--- src/rtl/histo_deserializer.sv ---
// ---------------------------------------------------------------------------
// histo_deserializer
//
// Purpose:
//   Receives a serial histogram stream, one bit per clock. Each word has a
//   low start bit, DATA_WIDTH data bits (MSB first), an optional even-parity
//   bit and a high stop bit. Accepted words are presented with their bin
//   index. The bin index counts up through a frame of NUM_BINS words and
//   then wraps to 0.
//
// Configuration macro:
//   HISTO_RX_PARITY_EN - when defined, every word carries an even-parity bit
//                        after the data, and parity_error can pulse. When it
//                        is undefined, there is no parity bit and
//                        parity_error is tied low.
//
// Ports:
//   clk            in   single clock; serial_in is sampled on each rising edge
//   rst_n          in   asynchronous active-low reset
//   serial_in      in   serial stream, idles high
//   bin_clear      in   synchronous resync: bin index to 0, drops partial word
//   data_out       out  [DATA_WIDTH] last accepted bin count
//   bin_out        out  [BIN_WIDTH]  bin index belonging to data_out
//   data_valid     out  one-cycle pulse when data_out/bin_out update
//   frame_done     out  one-cycle pulse with data_valid of the last bin
//   framing_error  out  one-cycle pulse when the stop bit is low
//   parity_error   out  one-cycle pulse on an even-parity mismatch
// ---------------------------------------------------------------------------
module histo_deserializer #(
    parameter int DATA_WIDTH = 24,
    parameter int NUM_BINS   = 1024,
    parameter int BIN_WIDTH  = 10
) (
    input  logic                  clk,
    input  logic                  rst_n,
    input  logic                  serial_in,
    input  logic                  bin_clear,
    output logic [DATA_WIDTH-1:0] data_out,
    output logic [BIN_WIDTH-1:0]  bin_out,
    output logic                  data_valid,
    output logic                  frame_done,
    output logic                  framing_error,
    output logic                  parity_error
);

    localparam int CNT_WIDTH = $clog2(DATA_WIDTH + 1);
    localparam logic [CNT_WIDTH-1:0] LAST_BIT = CNT_WIDTH'(DATA_WIDTH - 1);
    localparam logic [BIN_WIDTH-1:0] LAST_BIN = BIN_WIDTH'(NUM_BINS - 1);

`ifdef HISTO_RX_PARITY_EN
    typedef enum logic [2:0] {
        IDLE      = 3'd0,
        DATA      = 3'd1,
        PARITY    = 3'd2,
        STOP      = 3'd3,
        WAIT_HIGH = 3'd4
    } state_t;
`else
    typedef enum logic [2:0] {
        IDLE      = 3'd0,
        DATA      = 3'd1,
        STOP      = 3'd3,
        WAIT_HIGH = 3'd4
    } state_t;
`endif

    state_t                  state;
    state_t                  state_next;
    logic [CNT_WIDTH-1:0]    bit_cnt;
    logic [DATA_WIDTH-1:0]   shift_reg;
    logic [BIN_WIDTH-1:0]    bin_idx;
    logic                    accept;
    logic                    frame_err_next;
`ifdef HISTO_RX_PARITY_EN
    logic                    par_bad;
    logic                    par_err_next;
`endif

    // State register.
    always_ff @(posedge clk or negedge rst_n) begin
        if (!rst_n) begin
            state <= IDLE;
        end else begin
            state <= state_next;
        end
    end

    // Next-state logic and the per-word decision made in the STOP cycle.
    // bin_clear overrides everything, so a word caught in STOP is dropped
    // silently instead of producing data_valid or an error pulse.
    always_comb begin
        state_next     = state;
        accept         = 1'b0;
        frame_err_next = 1'b0;
`ifdef HISTO_RX_PARITY_EN
        par_err_next   = 1'b0;
`endif
        if (bin_clear) begin
            state_next = IDLE;
        end else begin
            case (state)
                IDLE: begin
                    if (!serial_in) begin
                        state_next = DATA;
                    end
                end
                DATA: begin
                    if (bit_cnt == LAST_BIT) begin
`ifdef HISTO_RX_PARITY_EN
                        state_next = PARITY;
`else
                        state_next = STOP;
`endif
                    end
                end
`ifdef HISTO_RX_PARITY_EN
                PARITY: begin
                    state_next = STOP;
                end
`endif
                STOP: begin
                    if (serial_in) begin
                        state_next = IDLE;
`ifdef HISTO_RX_PARITY_EN
                        if (par_bad) begin
                            par_err_next = 1'b1;
                        end else begin
                            accept = 1'b1;
                        end
`else
                        accept = 1'b1;
`endif
                    end else begin
                        // A low stop bit means the line may be stuck low, so
                        // wait for it to return high before hunting for a start.
                        frame_err_next = 1'b1;
                        state_next     = WAIT_HIGH;
                    end
                end
                WAIT_HIGH: begin
                    if (serial_in) begin
                        state_next = IDLE;
                    end
                end
                default: begin
                    state_next = IDLE;
                end
            endcase
        end
    end

    // Datapath: shift register, bit counter, bin index and registered
    // output pulses. Outputs are registered, so data_valid shows up in the
    // cycle right after the edge that samples the stop bit.
    always_ff @(posedge clk or negedge rst_n) begin
        if (!rst_n) begin
            bit_cnt       <= '0;
            shift_reg     <= '0;
            bin_idx       <= '0;
            data_out      <= '0;
            bin_out       <= '0;
            data_valid    <= 1'b0;
            frame_done    <= 1'b0;
            framing_error <= 1'b0;
        end else begin
            data_valid    <= accept;
            frame_done    <= accept && (bin_idx == LAST_BIN);
            framing_error <= frame_err_next;
            if (bin_clear) begin
                bin_idx <= '0;
                bit_cnt <= '0;
            end else begin
                if (state == IDLE) begin
                    bit_cnt <= '0;
                end
                if (state == DATA) begin
                    shift_reg <= {shift_reg[DATA_WIDTH-2:0], serial_in};
                    bit_cnt   <= bit_cnt + CNT_WIDTH'(1);
                end
                if (accept) begin
                    data_out <= shift_reg;
                    bin_out  <= bin_idx;
                    bin_idx  <= (bin_idx == LAST_BIN) ? '0 : bin_idx + BIN_WIDTH'(1);
                end
            end
        end
    end

`ifdef HISTO_RX_PARITY_EN
    // Even parity: data bits plus the parity bit must hold an even number
    // of ones, so any odd XOR over them is a mismatch.
    always_ff @(posedge clk or negedge rst_n) begin
        if (!rst_n) begin
            par_bad      <= 1'b0;
            parity_error <= 1'b0;
        end else begin
            parity_error <= par_err_next;
            if (state == PARITY) begin
                par_bad <= (^shift_reg) ^ serial_in;
            end
        end
    end
`else
    assign parity_error = 1'b0;
`endif

endmodule

--- config.mk ---
export PLATFORM = sky130hd
export DESIGN_NAME = histo_deserializer
export DESIGN_NICKNAME = d
export VERILOG_FILES = /design/src/rtl/histo_deserializer.sv
export SDC_FILE = /design/constraint.sdc
export NUM_CORES = 1
export LEC_CHECK = 0
export CAP_MARGIN = 10
export CORE_MARGIN = 2
export CORE_UTILIZATION = 57
export CTS_BUF_LIST = sky130_fd_sc_hd__clkbuf_8
export DETAILED_ROUTE_END_ITERATION = 7
export HOLD_SLACK_MARGIN = 0.03
export PLACE_DENSITY = 0.83
export SLEW_MARGIN = 30
export SYNTH_ARGS = -nofsm -noshare
export SYNTH_HDL_FRONTEND = slang
export SYNTH_SLANG_ARGS = --single-unit
--- constraint.sdc ---
create_clock -name clk -period 1.95 [get_ports clk]
set_clock_uncertainty 0.1 [all_clocks]
set_input_delay 0.39 -clock clk [delete_from_list [all_inputs] [get_ports clk]]
set_output_delay 0.39 -clock clk [all_outputs]
set_load 0.02 [all_outputs]
==> flow_summary.toml <==
[setup_path]
crit_fanout = 2
worstPathCellList = "clkdlybuf4s50_1"
crit_path_max_incr_delay_ns = 0.61
crit_family = "buffers and inverters"
cp_data_arrival_time_ns = 1.33
crit_path_end_kind = "primary output"
crit_type = "reg2out"
cp-start-kind = "register"
path_buf_inv = 1
cpMaxStageDelayCell = "clkdlybuf4s50_1"
worstPathRequired_ns = 1.46

[timing]
rsz0062_at_grt = "no"
slew_viol_final = 0
finalHoldViolations = 0
layout_min_cycle_time_ns = 1.82
period_share = 0.931
worst_slack_ns = 0.135
setup_viol = 0
fmax_mhz = 551
setup_tns_ns = 0

[floorplanning]
ios = 42
fp-row-count = 27
die_w_um = 78.7
die-area_mm2 = 0.00620
core_mm2 = 0.00544
initial_core_util = 0.585
dieHeight_um = 78.7

[logic_synthesis]
synth_area_per_cell_um2 = 14.3
yosysMostFrequentCell = "dfrtp_1"
synthTopCellsByCount = "dfrtp_1 (79), mux2_1 (33), mux2_2 (26)"
yosysSeqAreaShare = 0.621
synth_top_flop_cell = "dfrtp_1"
synth_top_cell_by_area = "dfrtp_1"
synth_edf_count = 0
ys_top_cells_by_area = "dfrtp_1 (62%), mux2_1 (12%), mux2_2 (9.2%), buf_6 (1.4%), xor2_1 (1.1%)"
syn-num-nets = 229
synth_area_mm2 = 0.00318
yosysTopAreaCellShare = 0.621
synth_cells = 223
ys_warn_count = 0
ys_ff_latch = 79
synth_cell_types = 39
async_flop_share = 1.00

[cts]
cts_buffers = 9
cts_hold_buf = 1
path_clk_slew_ns = 0.08
cts.sinks = 79
clockBufferDepth = 2
clk_latency_ns = 0.35
h-tree-depth = 3
cts_root_buf = "clkbuf_8"
postCtsSetupRepairBufs = 0
cts_resized = 0
cts_tree = "yes"

[status]
outcome = "complete, no violations"

[routing]
drc = 0
via_per_inst = 5.32
dr.pass1.iters = 4
wire_per_inst_um = 14.6
ant_nets = 0
via_count = 1884
routed_wl_mm = 5.16
drt_iter0_drc = 39

[finish]
design_area_mm2 = 0.00391
final_cells = 354
syn_to_final_growth_pct = 22.9
n_antenna_cell = 0
finalNetCount = 283
fillers = 381
drive_above_1_share = 0.209
multi_input_area_mm2 = 0.00112
register_area_mm2 = 0.00198

[grt]
grt_pass1_vias = 1891
grt_pass1_wl_mm = 8.76
track_usage = 0.189
antenna_found_initial = 0
gr-total-overflow = 0
grt_max_degree = 39

[placed_design]
place_area_mm2 = 0.00371
gp_congestion = 0.772
place_ws_ns = -0.129
dp.cells = 337
portBuffers = 40
place.detailed.hpwl_mm = 3.54

[worst_hold_path]
min_path_type = "in2async"

[power]
cellPowerDensity_mw_per_mm2 = 812
peakVddDrop_v = 0.000553
power_leakage_nw = 1.91

[job]
maxCapViolCount = 0
metal layers:
metal / wire (um) / part of all wire / vias to the layer above / global-route usage
met4: 122 / 0.024 / 0 / 0.102
met3: 227 / 0.044 / 10 / 0.0739
met5: 0 / 0 / - / 0
met1: 2400 / 0.46 / 936 / 0.243
li1: - / - / 908 / -
met2: 2420 / 0.47 / 30 / 0.279
worst paths after layout:
path	startpoint	endpoint	slack [ns]	cells after the start
setup / recovery	data_out[10]	data_out[10]	0.13	1
hold / removal	rst_n	data_out[1]	0.39	2
setup reg to reg	bin_idx[0]	bin_idx[3]	0.24	5
hold reg to reg	data_out[20]	data_out[20]	0.39	1
max in group asynchronous	rst_n	shift_reg[14]	0.82	3
min in group clk	data_out[20]	data_out[20]	0.39	1
stage by stage:
stage          hold slack (ns)  total power, mW  utilization
2_1_floorplan         -0.00559             1.97            -
3_3_place_gp             0.218             2.05        0.682
3_5_place_dp             0.218             2.06        0.682
4_1_cts                  0.381             3.22        0.720
5_1_grt                  0.402             3.33        0.720
6_report                 0.387             3.18        0.720
cells by family (layout without fill, tap and decap cells):
kind of cell               Yosys count  after routing  synth area share
other                                1              1           0.00118
DFF                                 79             79             0.621
xor gates and xnor gates             5              5            0.0138
muxes                               60             60             0.212
buffers and inverters               14             73            0.0299
adders and majority gates            2              2           0.00786
and+or+nand+nor                     45             45            0.0762
AOI/OAI and AO/OA                   17             17            0.0385
layout by cell type (no fill, tap or decap), types with 2 or more instances in the layout:
cell type	instances
ha_1	2
and4_1	2
clkdlybuf4s50_1	39
a22o_1	3
nand4_1	5
a31oi_1	2
clkbuf_8	13
and3_1	3
nand2_1	9
inv_1	2
buf_4	14
o21ai_0	5
nor3_1	3
mux2_2	26
mux2_1	33
nand3_1	6
dfrtp_1	79
or3_1	2
xor2_1	4
nor2_1	8
worst register-to-register path, cell delays in order (launching register included):
cell and delay, ns:
dfrtp_1 0.39, ha_1 0.22, and4_1 0.28, nand4_1 0.15, and4_1 0.22, a221o_1 0.25
report_power, final:
group / switching (mW) / leakage, nW / internal (mW)
combinational: 0.0820 / 0.725 / 0.115
sequential: 0.0784 / 1.09 / 1.75
clock: 0.555 / 0.103 / 0.595
layout make-up:
| class | instances | share of cell area |
|---|---|---|
| clock inverters | 3 | 0.00416 |
| well taps | 72 | 0.0230 |
| repair buffers | 55 | 0.134 |
| clock buffers | 13 | 0.0457 |
| multi-input cells | 130 | 0.286 |
| inverters | 2 | 0.00192 |
| flip-flops and latches | 79 | 0.505 |
Note: power is estimated with default switching activity, not from simulation.
